File: config.mk
export PLATFORM = sky130hd
export DESIGN_NAME = mdu_flat
export DESIGN_NICKNAME = d
export VERILOG_FILES = /design/src/rtl/mdu_pkg.sv /design/src/rtl/mdu_if.sv /design/src/rtl/mdu_div_step.sv /design/src/rtl/mdu.sv /design/src/flat_wrapper.sv
export SDC_FILE = /design/constraint.sdc
export NUM_CORES = 1
export LEC_CHECK = 0
export BUFFER_PORTS_ARGS = -buffer_cell sky130_fd_sc_hd__buf_2
export CAP_MARGIN = 20
export CORE_MARGIN = 1.5
export CORE_UTILIZATION = 40
export DETAILED_ROUTE_END_ITERATION = 16
export HOLD_SLACK_MARGIN = 0.12
export PLACE_DENSITY = 0.68
export SETUP_SLACK_MARGIN = 0.02
export SLEW_MARGIN = 25
export SYNTH_ARGS = -nofsm -noshare
export SYNTH_HDL_FRONTEND = slang
export SYNTH_HIERARCHICAL = 1
export SYNTH_SLANG_ARGS = --single-unit
File: constraint.sdc
create_clock -name i_clk -period 11.2 [get_ports i_clk]
set_input_delay 1.68 -clock i_clk [delete_from_list [all_inputs] [get_ports i_clk]]
set_output_delay 1.68 -clock i_clk [all_outputs]
set_load 0.1 [all_outputs]
File: src/rtl/mdu_pkg.sv
// Shared constants for the iterative RV32M multiply/divide unit:
// funct3 opcode encodings and the 2-bit FSM state type.
package mdu_pkg;

  localparam logic [2:0] MDU_MUL    = 3'b000;
  localparam logic [2:0] MDU_MULH   = 3'b001;
  localparam logic [2:0] MDU_MULHSU = 3'b010;
  localparam logic [2:0] MDU_MULHU  = 3'b011;
  localparam logic [2:0] MDU_DIV    = 3'b100;
  localparam logic [2:0] MDU_DIVU   = 3'b101;
  localparam logic [2:0] MDU_REM    = 3'b110;
  localparam logic [2:0] MDU_REMU   = 3'b111;

  typedef enum logic [1:0] {
    S_IDLE = 2'd0,
    S_MUL  = 2'd1,
    S_DIV  = 2'd2,
    S_DONE = 2'd3
  } mdu_state_e;

endpackage

File: src/rtl/mdu_if.sv
// Request/result bundle between decode/execute and the MDU.
interface mdu_if #(parameter int WIDTH = 32);
  logic             i_valid;
  logic             o_ready;
  logic [2:0]       i_funct3;
  logic [WIDTH-1:0] i_op1;
  logic [WIDTH-1:0] i_op2;
  logic             o_valid;
  logic [WIDTH-1:0] o_result;

  modport master (output i_valid, i_funct3, i_op1, i_op2,
                  input  o_ready, o_valid, o_result);
  modport slave  (input  i_valid, i_funct3, i_op1, i_op2,
                  output o_ready, o_valid, o_result);
endinterface

File: src/rtl/mdu_div_step.sv
// One restoring-division step: shift in a dividend bit, trial-subtract the divisor.
module mdu_div_step #(parameter int WIDTH = 32) (
  input  logic [WIDTH:0]   rem_i,
  input  logic             bit_i,
  input  logic [WIDTH-1:0] divisor_i,
  output logic [WIDTH:0]   rem_o,
  output logic             q_o
);
  logic [WIDTH+1:0] shifted;
  logic [WIDTH+1:0] diff;

  always_comb begin
    shifted = {rem_i, bit_i};
    diff    = shifted - {2'b00, divisor_i};
    // no borrow out of the top means the divisor fit
    q_o     = ~diff[WIDTH+1];
    rem_o   = q_o ? diff[WIDTH:0] : shifted[WIDTH:0];
  end
endmodule

File: src/rtl/mdu.sv
// Iterative RV32M multiply/divide unit: one bit per cycle on unsigned magnitudes,
// sign fix-up on the final step, divide special cases resolved at accept.
module mdu
  import mdu_pkg::*;
#(
  parameter int WIDTH = 32
) (
  input  logic i_clk,
  input  logic i_rst,
  mdu_if.slave bus
);
  localparam int CW = $clog2(WIDTH);

  mdu_state_e         state_q, state_d;
  logic [CW-1:0]      cnt_q, cnt_d;
  logic [2*WIDTH-1:0] acc_q, acc_d;
  logic [WIDTH-1:0]   mcand_q, mcand_d;
  logic [WIDTH:0]     rem_q, rem_d;
  logic [2:0]         funct_q, funct_d;
  logic               neg_q, neg_d;
  logic               rneg_q, rneg_d;
  logic [WIDTH-1:0]   result_q, result_d;
  logic               ready_q, ready_d;
  logic               valid_q, valid_d;

  logic               op1_s, op2_s, op1_neg, op2_neg;
  logic [WIDTH-1:0]   mag1, mag2;
  logic               div0, ovf;
  logic [WIDTH:0]     mul_sum;
  logic [2*WIDTH-1:0] mul_acc, prod;
  logic [WIDTH:0]     rem_nxt;
  logic               q_bit;
  logic [WIDTH-1:0]   quo, quo_res, rem_res;

  mdu_div_step #(.WIDTH(WIDTH)) u_div_step (
    .rem_i     (rem_q),
    .bit_i     (acc_q[WIDTH-1]),
    .divisor_i (mcand_q),
    .rem_o     (rem_nxt),
    .q_o       (q_bit)
  );

  always_comb begin
    op1_s   = !(bus.i_funct3 inside {MDU_MULHU, MDU_DIVU, MDU_REMU});
    op2_s   = bus.i_funct3 inside {MDU_MUL, MDU_MULH, MDU_DIV, MDU_REM};
    op1_neg = op1_s & bus.i_op1[WIDTH-1];
    op2_neg = op2_s & bus.i_op2[WIDTH-1];
    mag1    = op1_neg ? -bus.i_op1 : bus.i_op1;
    mag2    = op2_neg ? -bus.i_op2 : bus.i_op2;
    div0    = (bus.i_op2 == '0);
    ovf     = (bus.i_funct3 inside {MDU_DIV, MDU_REM}) &&
              (bus.i_op1 == {1'b1, {(WIDTH-1){1'b0}}}) && (bus.i_op2 == '1);

    // shift-add: low half holds the remaining multiplier bits
    mul_sum = {1'b0, acc_q[2*WIDTH-1:WIDTH]} + (acc_q[0] ? {1'b0, mcand_q} : '0);
    mul_acc = {mul_sum, acc_q[WIDTH-1:1]};
    prod    = neg_q ? -mul_acc : mul_acc;

    quo     = {acc_q[WIDTH-2:0], q_bit};
    quo_res = neg_q ? -quo : quo;
    rem_res = rneg_q ? -rem_nxt[WIDTH-1:0] : rem_nxt[WIDTH-1:0];
  end

  always_comb begin
    state_d  = state_q;
    cnt_d    = cnt_q;
    acc_d    = acc_q;
    mcand_d  = mcand_q;
    rem_d    = rem_q;
    funct_d  = funct_q;
    neg_d    = neg_q;
    rneg_d   = rneg_q;
    result_d = result_q;
    unique case (state_q)
      S_IDLE: if (bus.i_valid && ready_q) begin
        funct_d = bus.i_funct3;
        cnt_d   = CW'(WIDTH-1);
        neg_d   = op1_neg ^ op2_neg;
        rneg_d  = op1_neg;
        rem_d   = '0;
        if (!bus.i_funct3[2]) begin
          state_d = S_MUL;
          acc_d   = {{WIDTH{1'b0}}, mag2};
          mcand_d = mag1;
        end else if (div0) begin
          state_d  = S_DONE;
          result_d = bus.i_funct3[1] ? bus.i_op1 : '1;
        end else if (ovf) begin
          state_d  = S_DONE;
          result_d = bus.i_funct3[1] ? '0 : bus.i_op1;
        end else begin
          state_d = S_DIV;
          acc_d   = {{WIDTH{1'b0}}, mag1};
          mcand_d = mag2;
        end
      end
      S_MUL: begin
        acc_d = mul_acc;
        cnt_d = cnt_q - CW'(1);
        if (cnt_q == '0) begin
          state_d  = S_DONE;
          result_d = (funct_q == MDU_MUL) ? prod[WIDTH-1:0] : prod[2*WIDTH-1:WIDTH];
        end
      end
      S_DIV: begin
        acc_d = {acc_q[2*WIDTH-1:WIDTH], quo};
        rem_d = rem_nxt;
        cnt_d = cnt_q - CW'(1);
        if (cnt_q == '0) begin
          state_d  = S_DONE;
          result_d = funct_q[1] ? rem_res : quo_res;
        end
      end
      S_DONE:  state_d = S_IDLE;
      default: state_d = S_IDLE;
    endcase
    ready_d = (state_d == S_IDLE);
    valid_d = (state_d == S_DONE);
  end

  always_ff @(posedge i_clk) begin
    if (i_rst) begin
      state_q  <= S_IDLE;
      cnt_q    <= '0;
      acc_q    <= '0;
      mcand_q  <= '0;
      rem_q    <= '0;
      funct_q  <= '0;
      neg_q    <= 1'b0;
      rneg_q   <= 1'b0;
      result_q <= '0;
      ready_q  <= 1'b1;
      valid_q  <= 1'b0;
    end else begin
      state_q  <= state_d;
      cnt_q    <= cnt_d;
      acc_q    <= acc_d;
      mcand_q  <= mcand_d;
      rem_q    <= rem_d;
      funct_q  <= funct_d;
      neg_q    <= neg_d;
      rneg_q   <= rneg_d;
      result_q <= result_d;
      ready_q  <= ready_d;
      valid_q  <= valid_d;
    end
  end

  assign bus.o_ready  = ready_q;
  assign bus.o_valid  = valid_q;
  assign bus.o_result = result_q;

endmodule

File: src/flat_wrapper.sv
// flat-port wrapper written by rule: the top's interface ports become plain ports
module mdu_flat import mdu_pkg::*;
#(
  parameter int WIDTH = 32
)
  (i_clk, i_rst, bus_i_valid, bus_i_funct3, bus_i_op1, bus_i_op2, bus_o_ready, bus_o_valid, bus_o_result);
  mdu_if #(.WIDTH(WIDTH)) bus_i ();
  input  logic i_clk;
  input  logic i_rst;
  input wire logic [$bits(bus_i.i_valid)-1:0] bus_i_valid;
  input wire logic [$bits(bus_i.i_funct3)-1:0] bus_i_funct3;
  input wire logic [$bits(bus_i.i_op1)-1:0] bus_i_op1;
  input wire logic [$bits(bus_i.i_op2)-1:0] bus_i_op2;
  output wire logic [$bits(bus_i.o_ready)-1:0] bus_o_ready;
  output wire logic [$bits(bus_i.o_valid)-1:0] bus_o_valid;
  output wire logic [$bits(bus_i.o_result)-1:0] bus_o_result;
  assign bus_i.i_valid = bus_i_valid;
  assign bus_i.i_funct3 = bus_i_funct3;
  assign bus_i.i_op1 = bus_i_op1;
  assign bus_i.i_op2 = bus_i_op2;
  assign bus_o_ready = bus_i.o_ready;
  assign bus_o_valid = bus_i.o_valid;
  assign bus_o_result = bus_i.o_result;
  mdu #(.WIDTH(WIDTH)) u_core (.i_clk(i_clk), .i_rst(i_rst), .bus(bus_i));
endmodule
==> results.toml, run 1 <==
[timing]
finalHoldViolCount = 0
rsz0062_at_grt = "false"
slew_headroom = 0.1975
setup_viol = 0
worst_pin_slew_ns = 1.197
report.final.slew_viol_count = 0
fin_setup_tns_ns = 0
clock_skew_ns = 0.01520
layout_worst_path_cycle_share = 0.5984
clock.fmax_ghz = 0.1492
period_minus_slack_ns = 6.702
post-route-worst-setup-slack_ns = 4.498

[outcome]
status = "complete, no violations"

[hold_path]
min_to = "u_core/bus.o_result[3]$_SDFFE_PP0P_"
min-delay-start = "u_core/bus.o_result[3]$_SDFFE_PP0P_"
min_delay_path_depth = 2
holdCritPathClass = "reg2reg"

[setup_path]
worst_setup_path_end_kind = "flip-flop"
path_cells = "inv_1, ha_1, nand4_1, or3b_1, a211oi_2, o31ai_1, and3_4, o31ai_4, xor2_4, buf_4, mux2_1, nor4_1, nand3_1, or4_1, or4_1, o31ai_1, xor2_1, a21oi_1, a21oi_1, a221o_1, a31oi_1"
crit_family = "simple AND/OR/NAND/NOR gates"
critical_path_required_ns = 11.60
r2r_start = "u_core/mcand_q[12]$_SDFFE_PP0P_"
rr_endpoint = "u_core/bus.o_result[31]$_SDFFE_PP0P_"
reg2regPathDepth = 21
start_kind = "flip-flop"
cp_max_fo = 30
critPathArrivalTime_ns = 7.10
slowest_delay_ns = 0.65
cp_slowest_cell = "or4_1"
r2r_slack_ns = 4.50
worstSetupPathType = "reg2reg"
worst-path-buf-inv = 2

[logic_synthesis]
ys_warn_count = 6
synthDominantCellAreaShare = 0.1978
netlist_area_um2 = 17710
synth_cell_types = 92
synth_seq_area_share = 0.1978
synth-main-ff-cell = "dfxtp_1"
synth_nets = 2616
synth_most_common_cell = "nor2_1"
synth_common_cells = "264 x nor2_1, 254 x nand2_1, 217 x a21oi_1, 181 x o21ai_0, 175 x dfxtp_1"
synth_top_area_cell = "dfxtp_1"
syn_avg_cell_area_um2 = 7.173
synth_edf_count = 0
syn_inst = 2469
ys_seq_elements = 175
yosys-top-cells-area = "dfxtp_1 20%, a21oi_1 6.1%, nor2_1 5.6%, nand2_1 5.4%, ha_1 5.3%"
synthArstFlopShare = 0

[run]
drv_cap = 0

[grt]
grt_pass1_vias = 17430
overflow = 0
grt_start_max_net_pins = 92
track_usage = 0.2998
antenna_found_initial = 2
grt_pass1_wl_mm = 104.3

[layout]
area_growth_pct = 6.627
regArea_um2 = 3506
instances_no_fill = 3016
nets = 2565
multi_input_area_um2 = 13070
fillers = 4449
design_area_um2 = 18880
drive_above_1_share = 0.09095

[floorplanning]
rows = 76
initial_core_util = 0.4084
die_area_um2 = 45550
die_x_um = 213.4
io_pins = 104
core_um2 = 43360
die_y_um = 213.4

[placed_design]
port_buffers = 103
post-place-ws_ns = 4.642
hpwlAfterDp_mm = 52.72
placed_cell_area_um2 = 18290
dpl.cell_count = 2983
place.gp.congestion = 1.007

[cts]
postCtsSetupBuffers = 0
cts_inserted_buffers = 17
cts.clk_slew.worst_paths_ns = 0.07
h-tree-depth = 4
cts_sinks = 175
clkLatencyLatePin_ns = 0.48
clockRootBuffer = "clkbuf_16"
cts_tree = "built"
cts_resized = 0
clock_path_buffers = 2
postCtsHoldBufs = 0

[route]
ant_nets = 0
drt_pass1_iterations = 7
num_vias = 19278
drt_iter0_drc = 2389
vias_per_cell = 6.392
route.detailed.drc = 0
wl_per_cell_um = 22.89
drt_wl_total_mm = 69.03

[pwr]
p_leak_nw = 7.276
power.total_w = 0.002992
p_per_area_nw_per_um2 = 158.5
vdd_drop_max_v = 0.0001171
cell type report:
class | count | share of cell area
clock buffers | 18 | 0.02273
flip-flops and latches | 175 | 0.1857
diodes | 1 | 0.0001325
clock inverters | 13 | 0.006891
inverters | 66 | 0.01312
multi-input cells | 2025 | 0.6923
well taps | 585 | 0.03876
repair buffers | 133 | 0.04042
tightest hold or removal path, stage by stage (launching register included):
cell and delay, ns:
dfxtp_1 0.32, nand2_1 0.05, a21oi_1 0.05
cell families (layout without fill, tap and decap cells):
family	Yosys count	count (layout)	share of synthesized area
compound gates	808	808	0.2985
other cells	0	1	0
xor+xnor	200	200	0.09891
buf+inv	269	230	0.06832
flops	175	175	0.1978
mux	63	63	0.03808
simple gates	852	852	0.2290
fa+ha+maj	102	102	0.06938
power breakdown:
part           internal (W)  total, W  leakage, nW  switching, W
registers          0.000697  0.000834         1.43      0.000137
logic              0.000489   0.00155         5.57       0.00106
clock network      0.000311  0.000608        0.277      0.000298
flip-flops by register name (all words and copies together), names as in the netlist:
name	cells
u_core/state_q	2
u_core/funct_q	3
u_core/rneg_q	1
u_core/neg_q	1
u_core/rem_q	33
u_core/bus.o_valid	1
u_core/cnt_q	5
u_core/mcand_q	32
u_core/bus.o_result	32
u_core/bus.o_ready	1
u_core/acc_q	64
cells in the final DEF, fill, tap and decap left out, types with 20 or more instances in the layout:
| cell type | netlist | layout |
|---|---|---|
| mux2i_1 | 37 | 37 |
| nand3_1 | 53 | 53 |
| nor2_1 | 264 | 262 |
| mux2_1 | 20 | 20 |
| a221o_1 | 34 | 34 |
| buf_4 | 9 | 30 |
| ha_1 | 75 | 72 |
| or3_1 | 23 | 23 |
| o31ai_1 | 40 | 40 |
| dfxtp_1 | 175 | 173 |
| o211ai_1 | 47 | 47 |
| buf_2 | 12 | 102 |
| o21ai_0 | 181 | 181 |
| nor3_1 | 61 | 60 |
| maj3_1 | 25 | 25 |
| inv_1 | 64 | 64 |
| a21oi_1 | 217 | 214 |
| a21o_1 | 39 | 39 |
| and2_1 | 46 | 46 |
| a22oi_1 | 38 | 38 |
| nand4_1 | 28 | 28 |
| xnor2_1 | 104 | 104 |
| xor2_1 | 96 | 95 |
| a211oi_1 | 68 | 66 |
| nand2_1 | 254 | 254 |
metal layers:
metal  share of wire  track usage
met1            0.42       0.4055
met2            0.43       0.4634
met3            0.10      0.05653
met4           0.045       0.1316
met5         0.00028            0
worst max path at each step:
stage,start,to,slack (ns),cells after the start
after detailed placement,u_core/mcand_q[9]$_SDFFE_PP0P_,u_core/bus.o_result[31]$_SDFFE_PP0P_,4.64,21
after floorplan,u_core/mcand_q[6]$_SDFFE_PP0P_,u_core/bus.o_result[31]$_SDFFE_PP0P_,5.59,22
after global routing,u_core/mcand_q[12]$_SDFFE_PP0P_,u_core/bus.o_result[31]$_SDFFE_PP0P_,4.16,21
after CTS,u_core/mcand_q[8]$_SDFFE_PP0P_,u_core/bus.o_result[31]$_SDFFE_PP0P_,4.60,21
after global placement,u_core/mcand_q[12]$_SDFFE_PP0P_,u_core/bus.o_result[31]$_SDFFE_PP0P_,4.82,21
final,u_core/mcand_q[12]$_SDFFE_PP0P_,u_core/bus.o_result[31]$_SDFFE_PP0P_,4.50,21
metrics by stage:
step	util	hold WS, ns
finish	0.4355	0.4595
global route	0.4354	0.4813
CTS	0.4348	0.4578
detailed placement	0.4219	0.4478
global placement	0.4218	0.4438
floorplan	-	0.4362
Power figures use the tool's default switching activity.
==> run 2, diff against run 1 <==
--- a/config.mk
+++ b/config.mk
@@ -11,7 +11,7 @@
 export CORE_UTILIZATION = 40
 export DETAILED_ROUTE_END_ITERATION = 16
 export HOLD_SLACK_MARGIN = 0.12
-export PLACE_DENSITY = 0.68
+export PLACE_DENSITY = 0.7
 export SETUP_SLACK_MARGIN = 0.02
 export SLEW_MARGIN = 25
 export SYNTH_ARGS = -nofsm -noshare
==> constraint.sdc (replaced) <==
create_clock -name i_clk -period 6 [get_ports i_clk]
set_input_delay 0.9 -clock i_clk [delete_from_list [all_inputs] [get_ports i_clk]]
set_output_delay 0.9 -clock i_clk [all_outputs]
set_load 0.1 [all_outputs]
==> run 2 against run 1 <==
  * Flip-flop and latch count is the same
  * First-iteration DRC count up 7.2%
  * Critical path depth fell by 1
  * Clock skew up 0.0067 ns
  * Sequential power is 87% higher
  * Cell area increased by 3.4%
  * Sequential share of layout area decreased by 0.62 points
  * Via count grew 1.8%
  * Clock-buffer cell count increased by 5
  * Largest cell class unchanged
  * Highest routed layer is now met4
==> results.toml, run 2 (synthesized netlist as in run 1, its figures left out) <==
[outcome]
status = "complete, no violations"

[timing]
period_minus_slack_ns = 5.753
finalHoldViolCount = 0
worst_pin_slew_ns = 1.194
setup_viol = 0
report.final.slew_viol_count = 0
clock_skew_ns = 0.02191
layout_worst_path_cycle_share = 0.9588
slew_headroom = 0.1989
clock.fmax_ghz = 0.1738

[route]
ant_nets = 0
drt_wl_total_mm = 70.84
vias_per_cell = 6.358
drt_iter0_drc = 2561
drt_pass1_iterations = 6
wl_per_cell_um = 22.96
route.detailed.drc = 0
num_vias = 19620

[floorplanning]
initial_core_util = 0.4084
core_um2 = 43360
die_x_um = 213.4
rows = 76
die_y_um = 213.4
die_area_um2 = 45550
io_pins = 104

[setup_path]
worst_setup_path_end_kind = "flip-flop"
worstSetupPathType = "reg2reg"
path_cells = "inv_1, ha_2, and3_1, or3b_1, a211oi_4, o31ai_1, and3_4, o31ai_4, xor2_4, buf_12, buf_6, mux2_1, or4_1, or3_4, or4_4, o41ai_1, xor2_1, a21oi_1, a221oi_1, o21ai_1"
critical_path_required_ns = 6.34
critPathArrivalTime_ns = 6.09
cp_max_fo = 15
cp_slowest_cell = "or4_1"
slowest_delay_ns = 0.59
worst-path-buf-inv = 3
crit_family = "simple AND/OR/NAND/NOR gates"
start_kind = "flip-flop"

[layout]
largest-register = "u_core/acc_q"
nets = 2633
fillers = 4486
drive_above_1_share = 0.1188
finish.utilization = 0.4505
final_common_cell = "nor2_1"
area_growth_pct = 10.29
final_cell_mix = "263 x nor2_1, 254 x nand2_1, 214 x a21oi_1, 181 x o21ai_0, 173 x dfxtp_1"
reg.largest.list = "u_core/acc_q (64), u_core/rem_q (33)"
design_area_um2 = 19530
largest_reg_flops = 64

[placed_design]
placed_cell_area_um2 = 18780
place.gp.congestion = 1.021
hpwlAfterDp_mm = 54.85
port_buffers = 103

[pwr]
clkPwrFrac = 0.210
vdd_drop_max_v = 0.0001895
power.total_w = 0.005922
pwr-share-comb = 0.526
internal_power_w = 0.003084
p_leak_nw = 7.641
switchingPower_w = 0.002838
pwr-share-seq = 0.264
netSwitchingFraction = 0.4793
p_per_area_nw_per_um2 = 303.2

[grt]
antenna_found_initial = 0
overflow = 0
track_usage = 0.3071
grt_pass1_wl_mm = 106.9
grt_pass1_vias = 17919
grt_start_max_net_pins = 81

[cts]
h-tree-depth = 4
clkLatencyLatePin_ns = 0.46
clock_path_buffers = 2
cts.clk_slew.worst_paths_ns = 0.07
cts_tree = "built"
postCtsHoldBufs = 0
clockRootBuffer = "clkbuf_16"
cts_sinks = 175
cts_inserted_buffers = 17

[hold_path]
holdCritPathClass = "reg2reg"

[run]
drv_cap = 0
[run 2: changes by cell type in the layout (fill, tap and decap cells not counted), moves of 3 or more]
cell / change
o31ai_2: +3
inv_8: -3
o31ai_1: -4
buf_4: +67
clkbuf_8: +3
bufinv_16: +3
[run 2: per-stage QoR]
step / setup TNS, ns / setup slack [ns] / instances / hold WS (ns)
global route: -0.0005684 / -0.0005684 / 3084 / 0.4705
global placement: 0 / 0.1401 / 3048 / 0.4440
finish: 0 / 0.2474 / 3086 / 0.4526
CTS: 0 / 0.04418 / 3080 / 0.4571
floorplan: 0 / 0.3946 / 2469 / 0.4362
detailed placement: 0 / 0.07242 / 3048 / 0.4468
[run 2: power groups by stage]
stage	combinational [W]	clock (W)	sequential [W]
6_report	0.00312	0.00124	0.00156
5_1_grt	0.00332	0.00130	0.00158
4_1_cts	0.00295	0.00126	0.00155
3_5_place_dp	0.00293	0	0.00158
3_3_place_gp	0.00291	0	0.00157
2_1_floorplan	0.00202	0	0.00160
[run 2: repair_timing]
item | 4_1_cts | 5_1_grt
setup endpoints to repair | 0 | 10
buffers inserted | 0 | 4
gates resized for setup | 0 | 15
hold endpoints to repair | 0 | 0
[run 2: cell type report]
class	count	area, um^2	share of cell area
multi-input combinational	2025	13140	0.6728
clock buffer	23	478.0	0.02447
timing repair buffer	201	1270	0.06502
clock inverter	9	152.6	0.007815
sequential	175	3506	0.1795
inverter	66	247.7	0.01268
antenna	2	5.005	0.0002562
tap	585	732.0	0.03747
[run 2: final timing paths]
check / startpoint / end / slack [ns] / cells past startpoint
setup / recovery: u_core/mcand_q[9]$_SDFFE_PP0P_ / u_core/bus.o_result[27]$_SDFFE_PP0P_ / 0.25 / 20
hold / removal: u_core/bus.o_result[5]$_SDFFE_PP0P_ / u_core/bus.o_result[5]$_SDFFE_PP0P_ / 0.45 / 2
setup reg to reg: u_core/mcand_q[9]$_SDFFE_PP0P_ / u_core/bus.o_result[27]$_SDFFE_PP0P_ / 0.25 / 20
hold reg to reg: u_core/bus.o_result[5]$_SDFFE_PP0P_ / u_core/bus.o_result[5]$_SDFFE_PP0P_ / 0.45 / 2
[run 2: worst min-delay path: stages, from the launching register on]
cell     delay (ns)
dfxtp_1        0.31
nand2_1        0.05
a21oi_1        0.05
[run 2: metal layers]
layer,global-route usage,wire length [um]
met5,0,0
met4,0.1379,3452
met3,0.05931,6710
met2,0.4767,30860
met1,0.4119,29820
